## config.mk

```make
export PLATFORM = sky130hd
export DESIGN_NAME = immediate_generator
export DESIGN_NICKNAME = d
export VERILOG_FILES = /design/src/rtl/immgen_pkg.sv /design/src/rtl/immediate_decode.sv /design/src/rtl/immediate_generator.sv
export SDC_FILE = /design/constraint.sdc
export NUM_CORES = 1
export LEC_CHECK = 0
export ABC_AREA = 0
export CORE_MARGIN = 1.5
export CORE_UTILIZATION = 36
export CTS_CLUSTER_SIZE = 16
export DETAILED_ROUTE_END_ITERATION = 7
export HOLD_SLACK_MARGIN = 0.05
export PLACE_DENSITY = 0.75
export SLEW_MARGIN = 20
export SYNTH_ARGS = -nofsm -noshare
export SYNTH_HDL_FRONTEND = slang
export SYNTH_SLANG_ARGS = --single-unit
```

## constraint.sdc

```tcl
create_clock -name I_clk -period 0.8 [get_ports I_clk]
set_input_delay 0.08 -clock I_clk [delete_from_list [all_inputs] [get_ports I_clk]]
set_output_delay 0.08 -clock I_clk [all_outputs]
set_load 0.01 [all_outputs]
```

## src/rtl/immgen_pkg.sv

```systemverilog
// Shared immediate-format encodings for the immediate generator and its decoder.
// Contents:
//   IMM_* : 3-bit immediate format select codes (3'd6 and 3'd7 are reserved)
//   imm_res_t : decoded immediate plus reserved-code flag
package immgen_pkg;

  localparam int unsigned ImmSelW = 3;

  localparam logic [ImmSelW-1:0] IMM_ITYPE = 3'd0;
  localparam logic [ImmSelW-1:0] IMM_STYPE = 3'd1;
  localparam logic [ImmSelW-1:0] IMM_BTYPE = 3'd2;
  localparam logic [ImmSelW-1:0] IMM_UTYPE = 3'd3;
  localparam logic [ImmSelW-1:0] IMM_JTYPE = 3'd4;
  localparam logic [ImmSelW-1:0] IMM_ZTYPE = 3'd5;  // CSR uimm

  typedef struct packed {
    logic [31:0] imm;
    logic        illegal;
  } imm_res_t;

endpackage

```

## src/rtl/immediate_decode.sv

```systemverilog
// Combinational immediate extraction from an RV32 instruction word.
// Ports:
//   sel_i  : immediate format select (IMM_* codes)
//   data_i : raw instruction word
//   res_o  : extended immediate and reserved-code flag (imm forced to 0 when illegal)
module immediate_decode
  import immgen_pkg::*;
(
  input  logic [ImmSelW-1:0] sel_i,
  input  logic [31:0]        data_i,
  output imm_res_t           res_o
);

  logic sign;
  assign sign = data_i[31];

  // Opcode bits never contribute to any immediate.
  logic unused_opcode;
  assign unused_opcode = ^data_i[6:0];

  always_comb begin
    res_o.imm     = 32'h0;
    res_o.illegal = 1'b0;
    case (sel_i)
      IMM_ITYPE: res_o.imm = {{20{sign}}, data_i[31:20]};
      IMM_STYPE: res_o.imm = {{20{sign}}, data_i[31:25], data_i[11:7]};
      IMM_BTYPE: res_o.imm = {{19{sign}}, data_i[31], data_i[7], data_i[30:25],
                              data_i[11:8], 1'b0};
      IMM_UTYPE: res_o.imm = {data_i[31:12], 12'b0};
      IMM_JTYPE: res_o.imm = {{11{sign}}, data_i[31], data_i[19:12], data_i[20],
                              data_i[30:21], 1'b0};
      IMM_ZTYPE: res_o.imm = {27'b0, data_i[19:15]};
      default:   res_o.illegal = 1'b1;
    endcase
  end

endmodule

```

## src/rtl/immediate_generator.sv

```systemverilog
// Registered RV32 immediate generator: one-cycle latency, full throughput.
// Ports:
//   I_clk, I_rst : clock, asynchronous active-high reset
//   I_valid      : qualifies I_immsel / I_data
//   I_immsel     : immediate format select (IMM_* codes)
//   I_data       : raw instruction word
//   O_data       : registered immediate (holds while I_valid is low)
//   O_valid      : I_valid delayed by one cycle
//   O_illegal    : the result in O_data came from a reserved select code
module immediate_generator
  import immgen_pkg::*;
(
  input  logic               I_clk,
  input  logic               I_rst,
  input  logic               I_valid,
  input  logic [ImmSelW-1:0] I_immsel,
  input  logic [31:0]        I_data,
  output logic [31:0]        O_data,
  output logic               O_valid,
  output logic               O_illegal
);

  imm_res_t    dec_res;
  logic [31:0] data_d, data_q;
  logic        illegal_d, illegal_q;
  logic        valid_q;

  immediate_decode u_decode (
    .sel_i  (I_immsel),
    .data_i (I_data),
    .res_o  (dec_res)
  );

  // Result registers only load on a valid input so the last result is held.
  always_comb begin
    data_d    = data_q;
    illegal_d = illegal_q;
    if (I_valid) begin
      data_d    = dec_res.imm;
      illegal_d = dec_res.illegal;
    end
  end

  always_ff @(posedge I_clk or posedge I_rst) begin
    if (I_rst) begin
      data_q    <= 32'h0;
      illegal_q <= 1'b0;
      valid_q   <= 1'b0;
    end else begin
      data_q    <= data_d;
      illegal_q <= illegal_d;
      valid_q   <= I_valid;
    end
  end

  assign O_data    = data_q;
  assign O_illegal = illegal_q;
  assign O_valid   = valid_q;

endmodule

```

==> results.json <==
{
  "hold_viol": 0,
  "ys.warnings.count": 0,
  "worst_hold_slack_ns": 0.108,
  "report.final.setup_viol": 56,
  "dp.final_hpwl_um": 3170,
  "violations_in_the_final_reports": "negative setup slack",
  "synth.avg_cell_area_sq_um": 12.1,
  "global_route.usage.total_pct": 21.3,
  "worst_path_largest_cell_delay_ns": 0.40,
  "critical_path.endpoint_type": "flip-flop",
  "die-area_sq_mm": 0.00462,
  "drt_pre_antenna_iters": 4,
  "irDropWorstVdd_v": 0.000782,
  "coreArea_sq_mm": 0.00403,
  "layout_min_cycle_time_ns": 0.947,
  "power_density_mw_per_mm2": 1880,
  "drt.antenna.violating_nets": 0,
  "critical_path_buf_inv_count": 1,
  "setup_repair_after_global_routing_missed_its_margin": "yes",
  "status": "finished with violations",
  "skew_ns": 0,
  "multiInputGateArea_sq_um": 649,
  "die_h_um": 68.0,
  "cts_tree": "done",
  "dr_total_vias": 1470,
  "filler_cell_count": 332,
  "final.setup.worst_slack_ns": -0.147,
  "postSynthCellCount": 126,
  "largest_net_degree_at_the_start_of_global_routing": 26,
  "highest_clock_frequency_the_design_can_meet_ghz": 1.06,
  "crit_family": "flip-flops",
  "avgRoutedWirePerCell_um": 16.6,
  "post_route_utilization_pct": 62.5,
  "critical_path_arrival_ns": 1.13,
  "drc_errors": 0,
  "cts.reportedPaths.clkPinSlew_ns": 0.08,
  "synth.cell_area_sq_mm": 0.00152,
  "clock_insertion_delay_worst_skew_ns": 0.29,
  "cts.root.buffer_cell": "sky130_fd_sc_hd__clkbuf_8",
  "slew_violations": 0,
  "timing_worst_setup_path_type": "reg2reg",
  "htree_levels": 2,
  "critical_path.cell_chain": "buf_4, a221o_1",
  "grt_remaining_overflow": 0,
  "initial_core_util_pct": 37.7,
  "num_io_pins": 72,
  "place_worst_setup_slack_ns": -0.769,
  "chipWidth_um": 68.0,
  "holdCritPathClass": "in2reg",
  "max_slew.worst_pin.slew_ns": 0.380,
  "finalCritPeriodShare_pct": 118,
  "cts_inserted_buffers": 5,
  "worst_slew_margin_rel_pct": 74.6,
  "post_route_cells_drive_above_1_share_pct": 45.0,
  "routed_via_density": 5.27,
  "synth.lib_cells_used.distinct": 29,
  "clock_path_buffers": 2,
  "yosys_register_bits": 34,
  "wire_length_of_the_first_global_routing_pass_um": 7060,
  "max_cap_viols": 0,
  "port_buffers": 64,
  "ctsHoldBuffers": 0,
  "synth.net_count": 164,
  "fp-row-count": 23,
  "layout.nets": 266,
  "power_leakage_nw": 1.24,
  "layout-area-overhead-vs-synth_pct": 65.5,
  "register_area_share_after_synthesis_pct": 56.0,
  "grt_antenna_before_repair": 0,
  "routed_wl_um": 4630,
  "num_antenna_cells": 0,
  "place_congestion": 0.908,
  "critical_path.startpoint_type": "flip-flop",
  "first_iter_violations": 128,
  "grt_pass1_vias": 1454,
  "crit_required_ns": 0.98,
  "cts.sinks": 34,
  "cpMaxStageDelayCell": "sky130_fd_sc_hd__dfrtp_1",
  "worst-path-max-fanout": 2,
  "register_area_sq_um": 851
}
==> worst paths after layout <==
| kind | from | endpoint | slack, ns | cells past startpoint |
|---|---|---|---|---|
| max in group asynchronous | I_rst | O_valid | 0.45 | 3 |
| min in group asynchronous | I_rst | O_data[24] | 0.18 | 3 |
| worst min register to register | O_data[30] | O_data[30] | 0.53 | 1 |
| worst min-delay path | I_valid | O_valid | 0.11 | 1 |
| worst max register to register | O_data[24] | O_data[24] | -0.15 | 2 |
| worst max-delay path | O_data[24] | O_data[24] | -0.15 | 2 |
==> layout make-up <==
class / instances / area share, %
clock buffers: 5 / 2.73
clock inverters: 3 / 1.79
inverters: 4 / 0.746
multi-input cells: 78 / 25.8
flip-flops and latches: 34 / 33.8
well taps: 50 / 2.49
repair buffers: 105 / 32.6
==> cells in the mapped netlist <==
library cell | n | share of area (%)
sky130_fd_sc_hd__a22oi_1 | 1 | 0.49
sky130_fd_sc_hd__nand2b_1 | 1 | 0.41
sky130_fd_sc_hd__maj3_2 | 1 | 0.74
sky130_fd_sc_hd__buf_6 | 2 | 1.5
sky130_fd_sc_hd__buf_2 | 5 | 1.6
sky130_fd_sc_hd__nor3b_1 | 1 | 0.49
sky130_fd_sc_hd__nor2_4 | 1 | 0.74
sky130_fd_sc_hd__a211oi_2 | 1 | 0.82
sky130_fd_sc_hd__nor2_2 | 1 | 0.41
sky130_fd_sc_hd__nand2_1 | 4 | 0.99
sky130_fd_sc_hd__o31ai_1 | 1 | 0.49
sky130_fd_sc_hd__a221o_1 | 18 | 12
sky130_fd_sc_hd__o21a_1 | 1 | 0.49
sky130_fd_sc_hd__a31oi_1 | 5 | 2.1
sky130_fd_sc_hd__a22o_1 | 6 | 3.5
sky130_fd_sc_hd__nand3b_1 | 6 | 3.0
sky130_fd_sc_hd__a211o_1 | 5 | 2.9
sky130_fd_sc_hd__and2_4 | 1 | 0.58
sky130_fd_sc_hd__o311ai_0 | 1 | 0.58
sky130_fd_sc_hd__mux2_2 | 1 | 0.74
sky130_fd_sc_hd__nand3_1 | 2 | 0.66
sky130_fd_sc_hd__inv_1 | 4 | 0.99
sky130_fd_sc_hd__clkbuf_1 | 4 | 0.99
sky130_fd_sc_hd__nor2b_1 | 1 | 0.41
sky130_fd_sc_hd__nor2_1 | 10 | 2.5
sky130_fd_sc_hd__and3b_1 | 1 | 0.58
sky130_fd_sc_hd__mux2i_1 | 4 | 2.6
sky130_fd_sc_hd__dfrtp_1 | 34 | 56
sky130_fd_sc_hd__o21ai_0 | 3 | 0.99
==> where the power goes <==
| part | leakage, nW | switching, mW | total (mW) | internal [mW] |
|---|---|---|---|---|
| combinational | 0.760 | 0.501 | 1.14 | 0.634 |
| sequential | 0.432 | 0.0988 | 1.99 | 1.89 |
| clock | 0.0504 | 0.684 | 1.61 | 0.927 |
| total | 1.24 | 1.28 | 4.73 | 3.45 |
==> through the flow <==
stage                     instance area (sq um)  setup TNS, ns  power [mW]  cells
after floorplan                            1570          -4.99        2.46    126
after global placement                     2400         -25.68        3.14    255
after detailed placement                   2400         -26.98        3.17    255
after CTS                                  2460          -4.98        4.71    278
after global routing                       2520          -6.79        4.96    279
final                                      2520          -4.93        4.73    279
==> sequential cells by signal, indices dropped and copies added, names as in the netlist <==
signal / flops
O_valid: 1
O_illegal: 1
O_data: 32
==> cell usage in the layout (no fill, tap or decap), drive strengths merged, types with 4 or more instances in the layout <==
| cell | count |
|---|---|
| buf | 77 |
| dfrtp | 34 |
| a221o | 18 |
| dlygate4sd2 | 16 |
| nor2 | 13 |
| clkdlybuf4s50 | 10 |
| a22o | 6 |
| nand3b | 6 |
| clkbuf | 6 |
| a211o | 5 |
| a31oi | 5 |
| mux2i | 4 |
| nand2 | 4 |
==> metal layers <==
metal  wire, um  share of wire, %  track usage [%]  vias to the layer above
met5          0                 0                0                        -
met4         42              0.91             8.00                        0
met3        302               6.5             5.59                        4
met2       2400                52             36.7                       68
met1       1890                41             25.4                      715
li1           -                 -                -                      683
==> logic make-up (layout without fill, tap and decap cells) <==
logic type	count (synthesis)	after routing	synth area share, %
AO/OA/AOI/OAI	42	42	24.1
adder cells (fa/ha/maj)	1	1	0.741
buffers and inverters	15	117	5.10
flip-flops	34	34	56.0
multiplexers	5	5	3.37
AND/OR/NAND/NOR	29	30	10.7
==> repair_timing <==
action	in CTS	in global routing
gates cloned	1	0
setup buffers	16	1
setup endpoints to repair	67	62
pin swaps	34	2
gates resized for setup	177	12
No activity file was read; power rests on OpenSTA's default activity.
==> RTL change: new RTL, config.mk and constraints unchanged <==
Add an input register stage for `I_valid`, `I_immsel` and `I_data`, without a reset; this delays them by one clock. Comments in the files are not updated.
--- a/src/rtl/immediate_generator.sv
+++ b/src/rtl/immediate_generator.sv
@@ -20,14 +20,24 @@
   output logic               O_illegal
 );
 
+  logic I_valid_q;
+  logic [ImmSelW-1:0] I_immsel_q;
+  logic [31:0] I_data_q;
+
+  always_ff @(posedge I_clk) begin
+    I_valid_q  <= I_valid;
+    I_immsel_q <= I_immsel;
+    I_data_q   <= I_data;
+  end
+
   imm_res_t    dec_res;
   logic [31:0] data_d, data_q;
   logic        illegal_d, illegal_q;
   logic        valid_q;
 
   immediate_decode u_decode (
-    .sel_i  (I_immsel),
-    .data_i (I_data),
+    .sel_i  (I_immsel_q),
+    .data_i (I_data_q),
     .res_o  (dec_res)
   );
 
@@ -35,7 +45,7 @@
   always_comb begin
     data_d    = data_q;
     illegal_d = illegal_q;
-    if (I_valid) begin
+    if (I_valid_q) begin
       data_d    = dec_res.imm;
       illegal_d = dec_res.illegal;
     end
@@ -49,7 +59,7 @@
     end else begin
       data_q    <= data_d;
       illegal_q <= illegal_d;
-      valid_q   <= I_valid;
+      valid_q   <= I_valid_q;
     end
   end
 
Function: changed (a bounded check fails within 4 cycles, from zero or initial values and one cycle with I_rst high).
==> RTL change against the unedited design <==
  * Routed wire length is 29% higher
  * Highest routed layer unchanged
  * Worst setup slack worse by 0.46 ns
  * Synthesized area is 38% higher
  * Critical path depth is 2 higher
  * First-iteration DRC count is 38% lower
  * The run still ends with setup timing left
  * Power is 54% higher
  * Core utilization is 0.44 points higher
  * Sequential share of layout area is 7.3 points higher
  * Synthesized cell count is 21% higher
  * Sequential cell count is 29 higher
  * Clock power is 50% higher
  * Combinational power is 13% higher
  * Largest power group unchanged
  * Count of clock-buffer cells in the layout is 9 higher
  * Final area is 39% higher
==> RTL change: results (changes against the unedited design) <==
Place
The cell count after placement came to 306 (+20%).

Yosys
By count the netlist is led by dfrtp_1, dfxtp_1, a221o_1. The sequential share of the synthesized area is 68.10% (+12 points). The post-synthesis compound-gate area fraction is 17.92% (-6.2 points). The async set-reset flop share out of synthesis is 53.97% (-46 points). Yosys attributes the largest share of cell area to dfrtp_1, dfxtp_1, a221o_1, a22o_1, nand3b_1. The number of nets in the synthesized netlist was 191 (+16%). The fraction of synthesized area in multiplexers is 2.440% (-0.93 points).

Hold path
The type of the most critical hold path is primary input to asynchronous set/reset pin.

STA
The number of setup violations in the final report is 67 (+20%). The slew at the pin closest to its max-slew limit is 0.4402 ns (+0.05982 ns). The worst-case clock skew is 0.01105 ns (+0.01105 ns). The worst hold-check slack is 0.1205 ns (+0.01249 ns).

The least setup slack across all paths after layout is -0.6086 ns (-0.4620 ns).

Setup path
The slowest stage of the critical path is the or3b_4 cell. The critical-path maximum fanout is 8 (+6). The worst reg-to-reg path cell count is 4 (+2). The termination of the worst setup path is O_data[18]$_DFFE_PP0P_. The worst register-to-register path begins at I_immsel_q[1]$_DFF_P_.

Clocking
The clock latency reported for the late side of the worst-skew pair was 0.34 ns (+0.05 ns). The H-tree depth came to 3 (+1). The CTS buffer count is 9 (+4).

Global routing
The global-route usage over all layers came to 19.76% (-1.5 points). The number of global-route vias before repair was 1861 (+28%). The largest net degree at the start of global routing was 35 (+35%).

Outcome
The checks that failed: setup timing. The flow ran to the end, but the final reports show violations.

Pwr
The worst IR drop on VDD was 1261 µV (+61%). The standby leakage power is 1.648 nW (+33%).

Final layout
The fraction of final layout cells sized beyond drive strength 1 was 46.34% (+1.4 points).

Routing
The routed via count is 1797 (+22%).
RTL change: metrics by stage:
| step | worst slack [ns] | TNS, ns |
|---|---|---|
| 2_1_floorplan | -0.4269 | -11.85 |
| 3_5_place_dp | -0.7451 | -24.64 |
| 3_3_place_gp | -0.6884 | -23.16 |
| 5_1_grt | -0.6418 | -23.26 |
| 6_report | -0.6086 | -20.99 |
| 4_1_cts | -0.5967 | -19.90 |
RTL change: layer usage:
metal	GRT usage [%]	share of wire [%]	vias up
met1	22.47	40	869
li1	-	-	833
met2	31.71	51	74
met5	0	0	-
met4	15.61	3.7	0
met3	4.800	5.3	21
RTL change: repair_timing:
action                     in CTS  in global routing
setup endpoints to repair      67                 67
cloned                          1                  0
pin swaps                      27                 26
gates resized for setup       179                 12
setup buffers                  31                  6
hold endpoints to repair        0                  0
RTL change: worst register-to-register path, stage by stage, from the launching register on:
cell	delay (ns)
dfxtp_2	0.33
buf_6	0.12
or3b_4	0.41
a21oi_4	0.30
a221o_1	0.20
RTL change: report_power, final:
group | switching (mW) | leakage, nW | internal [mW] | total, mW
Clock | 1.14 | 0.0865 | 1.28 | 2.42
Combinational | 0.519 | 0.883 | 0.774 | 1.29
Sequential | 0.153 | 0.678 | 3.41 | 3.57
Total | 1.81 | 1.65 | 5.46 | 7.28
RTL change: final cells by class:
cell class / count / area, µm²
clock buffer: 14 / 162.7
tap: 72 / 90.09
clock inverter: 1 / 5.005
inverter: 4 / 23.77
sequential: 63 / 1441
multi-input combinational: 76 / 679.4
timing repair buffer: 129 / 1104
fill: 436 / 2068
